[src/rtl/seq_mux.sv]
// Sequential channel multiplexer: selects one of N_CH input channels either by
// an explicit index load (manual mode) or by stepping through the channels at a
// fixed cycle rate (scan mode). All outputs are registered.
module seq_mux #(
  parameter  int N_CH     = 4,
  parameter  int WIDTH    = 1,
  parameter  int SCAN_DIV = 12_000_000,
  localparam int SELW     = (N_CH > 1) ? $clog2(N_CH) : 1
) (
  input  logic                    i_clk,
  input  logic                    i_rst,
  input  logic [N_CH*WIDTH-1:0]   i_data,
  input  logic [SELW-1:0]         i_sel,
  input  logic                    i_sel_load,
  input  logic                    i_mode,
  output logic [WIDTH-1:0]        o_data,
  output logic [SELW-1:0]         o_ch,
  output logic                    o_tick,
  output logic                    o_err
);

  localparam int CNTW = (SCAN_DIV > 1) ? $clog2(SCAN_DIV) : 1;

  // Channel count widened by one bit so every i_sel value can be compared
  // against it, including the all-ones pattern for non-power-of-two N_CH.
  localparam logic [SELW:0]   N_CH_EXT = (SELW+1)'(N_CH);
  localparam logic [SELW-1:0] LAST_CH  = SELW'(N_CH - 1);
  localparam logic [CNTW-1:0] CNT_LAST = CNTW'(SCAN_DIV - 1);

  typedef enum logic {
    MANUAL = 1'b0,
    SCAN   = 1'b1
  } state_t;

  state_t          state;
  logic [SELW-1:0] ch;
  logic [SELW-1:0] ch_next;
  logic [CNTW-1:0] cnt;
  logic [CNTW-1:0] cnt_next;
  logic [WIDTH-1:0] ch_data;
  logic [WIDTH-1:0] data_q;
  logic            tick_q;
  logic            err_q;

  logic sel_valid;
  logic load_ok;
  logic load_bad;

  assign sel_valid = ({1'b0, i_sel} < N_CH_EXT);
  assign load_ok   = i_sel_load &  sel_valid;
  assign load_bad  = i_sel_load & ~sel_valid;

  // Next channel and divider count: a valid load wins over a divider advance,
  // a rejected load freezes both, manual mode pins the divider at zero.
  always_comb begin
    // NOTE: every output of a combinational block gets a default first, so no
    // path through the branches leaves it unassigned and infers a latch.
    ch_next  = ch;
    cnt_next = cnt;
    if (load_ok) begin
      ch_next  = i_sel;
      cnt_next = '0;
    end else if (!load_bad) begin
      if (state == MANUAL) begin
        cnt_next = '0;
      end else if (cnt == CNT_LAST) begin
        cnt_next = '0;
        ch_next  = (ch == LAST_CH) ? '0 : ch + 1'b1;
      end else begin
        cnt_next = cnt + 1'b1;
      end
    end
  end

  // Slice of the currently selected channel out of the packed input bus.
  always_comb begin
    ch_data = '0;
    for (int k = 0; k < N_CH; k++) begin
      if (ch == SELW'(k)) begin
        ch_data = i_data[k*WIDTH +: WIDTH];
      end
    end
  end

  // Mode follower, channel/divider state and registered outputs.
  always_ff @(posedge i_clk) begin
    // NOTE: sequential state uses non-blocking assignments so every register
    // samples pre-edge values regardless of statement order.
    if (i_rst) begin
      state  <= MANUAL;
      ch     <= '0;
      cnt    <= '0;
      data_q <= '0;
      tick_q <= 1'b0;
      err_q  <= 1'b0;
    end else begin
      state  <= i_mode ? SCAN : MANUAL;
      ch     <= ch_next;
      cnt    <= cnt_next;
      data_q <= ch_data;
      tick_q <= (ch_next != ch);
      err_q  <= load_bad;
    end
  end

  assign o_data = data_q;
  assign o_ch   = ch;
  assign o_tick = tick_q;
  assign o_err  = err_q;

endmodule

[config.mk]
export PLATFORM = sky130hd
export DESIGN_NAME = seq_mux
export DESIGN_NICKNAME = d
export VERILOG_FILES = /design/src/rtl/seq_mux.sv
export SDC_FILE = /design/constraint.sdc
export NUM_CORES = 1
export LEC_CHECK = 0
export BUFFER_PORTS_ARGS = -buffer_cell sky130_fd_sc_hd__buf_2
export CORE_ASPECT_RATIO = 0.6
export CORE_MARGIN = 8
export CORE_UTILIZATION = 51
export CTS_BUF_LIST = sky130_fd_sc_hd__clkbuf_2
export CTS_CLUSTER_SIZE = 12
export DETAILED_ROUTE_END_ITERATION = 10
export PLACE_DENSITY = 0.7
export RECOVER_POWER = 100
export SLEW_MARGIN = 20
export SYNTH_ARGS = -nofsm -noshare
export SYNTH_HDL_FRONTEND = slang
export SYNTH_SLANG_ARGS = --single-unit
export TNS_END_PERCENT = 1
[constraint.sdc]
create_clock -name i_clk -period 2.6 [get_ports i_clk]
set_input_delay 0 -clock i_clk [delete_from_list [all_inputs] [get_ports i_clk]]
set_output_delay 0 -clock i_clk [all_outputs]
set_load 0.02 [all_outputs]
==> impl_summary.md <==
Synth
The async set or reset register ratio after synthesis is 0%. The number of synthesis warnings is 0. The synthesized cell area is approximately 1500 µm². Counting distinct cell types in the post-synthesis netlist gives 39. The total of flip-flops plus latches after synthesis is 29. The post-synthesis net count is 184. The post-synthesis sequential area ratio is 38.8%.

The gate count after technology mapping is about 170. In the synthesized netlist the dominant register cell turns out to be dfxtp_1. The number of enable flip-flop cells after synthesis is 0.

The mean area per synthesized cell is between 8 and 9 µm².

Pwr
Of the total power, the clock network draws roughly 28%. Summed over all nets, the switching power comes to ~0.00019 W. The leakage power is a little under 0.6 nW. In this run the power density over the cells is 437 nW/µm². The highest ir drop seen on vdd is 0.310 mV. Combinational logic is responsible for under 10% of the overall power. Net switching is between 20% and 30% of the power. The total internal power is about 0.00054 W. The register share of total power is 62.5%.

Place
The count of input and output buffers is 13. Prior to clock tree synthesis, the placed netlist has a worst setup slack of between 0.5 and 0.6 ns. The wire-length estimate of the detail-placed layout is between 2 and 2.5 mm. The congestion estimate from routability-driven global placement came to 0.822.

GRT
The met2 capacity usage during global routing is 21.4%. Entering global routing, the biggest net connects 23 pins. The number of antenna violations at the first check in global routing is 0. The total global-route track usage is 14.4%. For this run the aggregate overflow at the end of global routing stands at 0. The global-route wire length before repair is approximately 5.6 mm. The number of global-route vias before repair is around 1,200.

The layer flagged by global routing as most heavily used is met2. For this run, global-route usage on met3 was measured as 4.37%. The global-route met1 utilization is a little under a fifth.

STA
The number of setup violations in the final report is 0. Subtracting the final worst setup slack from the clock period gives roughly 2.4 ns. The worst pin sits at a relative slew slack of approximately 52%. Summed over all failing endpoints, the final setup total negative slack is 0 ns. Derived from the worst setup path, the maximum achievable clock frequency is ~410 MHz. The number of hold-slack violations in the final timing report is 0. Setup repair after global routing left no endpoint under its margin.

The worst-margin pin slew is a little over 0.7 ns. The number of pins with negative max-slew slack in the final report is 0. The share of the cycle needed by the critical path after routing is a little over nine tenths. Clock skew on the completed layout was measured at around 0.016 ns.

The worst-case setup margin in the final layout is between 0.15 and 0.2 ns. The tightest hold path in the finished design has a slack of 0.0399 ns.

Floorplan
Row generation in the floorplan step produced 15 rows. The floorplan step set the die width to between 80 and 90 µm. The die footprint is roughly 5000 µm². The count of pins on the block boundary is 15.

The initial utilization of the core area, before any placement, comes to a little over half. The area of the core is ~2800 µm². Measured along the y axis, the die boundary spans between 50 and 60 µm.

Clock tree
The post-cts gate resize count is 0. After clock tree synthesis, the clock-pin slew on the worst setup and hold paths is ~0.15 ns. Clock tree synthesis found a total of 29 sinks. The TritonCTS clock tree is done. The cell at the root of the clock tree is clkbuf_2. Clock latency on the worst-skew pair, taken at its later pin, is around 0.36 ns. The maximum count of clock buffers along a single path is 2.

The number of buffers added by the clock tree synthesis step is 5. The depth of the CTS H-tree is 2.

Detailed routing
The count of vias placed by the detailed router is approximately 1,300. The DRC violation total after the first TritonRoute iteration is about 110. The detailed-route wire length per cell is between 10 and 15 µm. The count of unresolved DRC violations after routing is 0. The post-detailed-route via-to-cell ratio is ~5.6. The count of nets left with antenna violations once routing finished came out at 0. The routed design has ~3.3 mm of wire. The pre-antenna-repair detailed-routing pass consisted of 4 iterations.

Layout
In the layout the commonest cells are dfxtp_1 (29), nor2_1 (19), a21oi_1 (11). The library cell used most frequently in the layout, excluding fill and tap cells, is dfxtp_1. The share of layout cells above drive strength 1 is between 10% and 20%. The area growth from synthesis to layout is 11.8%. The antenna diode instance count is 0. After filler insertion, the fill cell instance count of the layout stands at between 200 and 300. The number of nets at the end of the flow is 205.

Worst hold path
The worst hold path terminates at o_ch[1]$_SDFF_PP0_. The tightest min-delay check is of the in2reg type. The worst hold path depth is 2. In this run the most critical hold path is launched from i_sel_load.

Flow run
Max-cap violations in this run came to 0.

Critical path
The number of buffers and inverters on the critical path is 1. The slowest stage of the critical path belongs to the cell dlygate4sd3_1. In this run the number of cells on the critical path is 5. The maximum fanout along the worst path is 6. The cell type group with the largest total delay on the critical path is simple AND/OR/NAND/NOR gates. STA classifies the critical path startpoint as a flop. The stage delay of the slowest cell on the critical path is approximately 0.60 ns. The worst register-to-register path begins at cnt[15]$_SDFF_PP0_.

The flop-to-flop setup slack is roughly 0.16 ns. The depth of the most critical reg-to-reg path is 5. Data on the critical path arrives at its endpoint at 2.74 ns. The critical path is of the reg2reg type. The worst flop-to-flop path endpoint is o_tick$_SDFF_PP0_.

The required time of the critical path is ~2.9 ns. STA classifies the critical path endpoint as a flop. The signal on the critical path passes through or4bb_1 > nor4_4 > a31oi_1 > a211oi_1 > dlygate4sd3_1.

Run status
The run finished with clean final reports.
-- final cells by class --
type	count	area (µm²)	share of cell area [%]
sequential	29	581	34.7
inverter	7	26.3	1.57
multi-input combinational	126	840	50.2
tap	42	52.6	3.14
timing repair buffer	21	139	8.31
clock buffer	6	30.0	1.80
clock inverter	1	3.75	0.225
-- power groups by stage --
stage	registers (W)	clock network, W	logic, W
floorplan	0.000471	0	0.0000326
global placement	0.000465	0	0.0000537
detailed placement	0.000466	0	0.0000550
CTS	0.000456	0.000216	0.0000657
global route	0.000458	0.000238	0.0000724
finish	0.000456	0.000208	0.0000655
-- Yosys cell counts, drive strengths merged (6+ instances only) --
library cell,instances,share of area [%]
nor2,19,4.8
inv,7,1.8
or4,6,3.0
nand3,10,3.3
nand2,8,2.0
xor2,7,4.1
dfxtp,29,39
nand4,7,3.3
a21oi,12,4.8
xnor2,7,4.1
-- state kept, by name, indices dropped and copies added, names as in the netlist --
name    count
state       1
o_ch        2
cnt        24
o_data      1
o_tick      1
-- cells by family (layout without fill, tap and decap cells) --
logic type / after synthesis / in the layout / share of synthesized area, %
DFF: 29 / 29 / 38.8
adders and majority gates: 5 / 5 / 4.18
other: 1 / 1 / 0.251
AOI/OAI and AO/OA: 32 / 32 / 14.1
xor gates and xnor gates: 14 / 14 / 8.20
muxes: 2 / 2 / 1.34
and+or+nand+nor: 72 / 72 / 28.6
buffers and inverters: 14 / 35 / 4.44
-- how the worst max path moves through the flow --
stage                                   from                 end  slack (ns)
after floorplan            cnt[8]$_SDFF_PP0_  cnt[18]$_SDFF_PP0_        0.79
after global placement    cnt[13]$_SDFF_PP0_   cnt[3]$_SDFF_PP0_        0.60
after detailed placement  cnt[13]$_SDFF_PP0_   cnt[5]$_SDFF_PP0_        0.51
after CTS                 cnt[15]$_SDFF_PP0_   o_tick$_SDFF_PP0_        0.24
after global routing      cnt[15]$_SDFF_PP0_   o_tick$_SDFF_PP0_        0.04
final                     cnt[15]$_SDFF_PP0_   o_tick$_SDFF_PP0_        0.16
-- timing repair --
action / in CTS / in global routing
endpoints found under the hold margin: 5 / 0
hold buffers: 8 / 0
setup endpoints to repair: 0 / 0
setup buffers: 0 / 0
-- per-layer routing --
layer	routed length (µm)	vias to the layer above
li1	-	650
met5	0	-
met2	1450	31
met1	1630	614
met3	183	10
met4	75	0
-- through the flow --
step | instances | utilization (%) | instance area [µm²] | power (W)
global route | 232 | 59.0 | 1670 | 0.000768
floorplan | 169 | - | 1500 | 0.000503
global placement | 217 | 55.5 | 1570 | 0.000519
detailed placement | 217 | 55.5 | 1570 | 0.000521
CTS | 232 | 59.5 | 1690 | 0.000738
finish | 232 | 59.0 | 1670 | 0.000730
No activity file was read; power rests on OpenSTA's default activity.
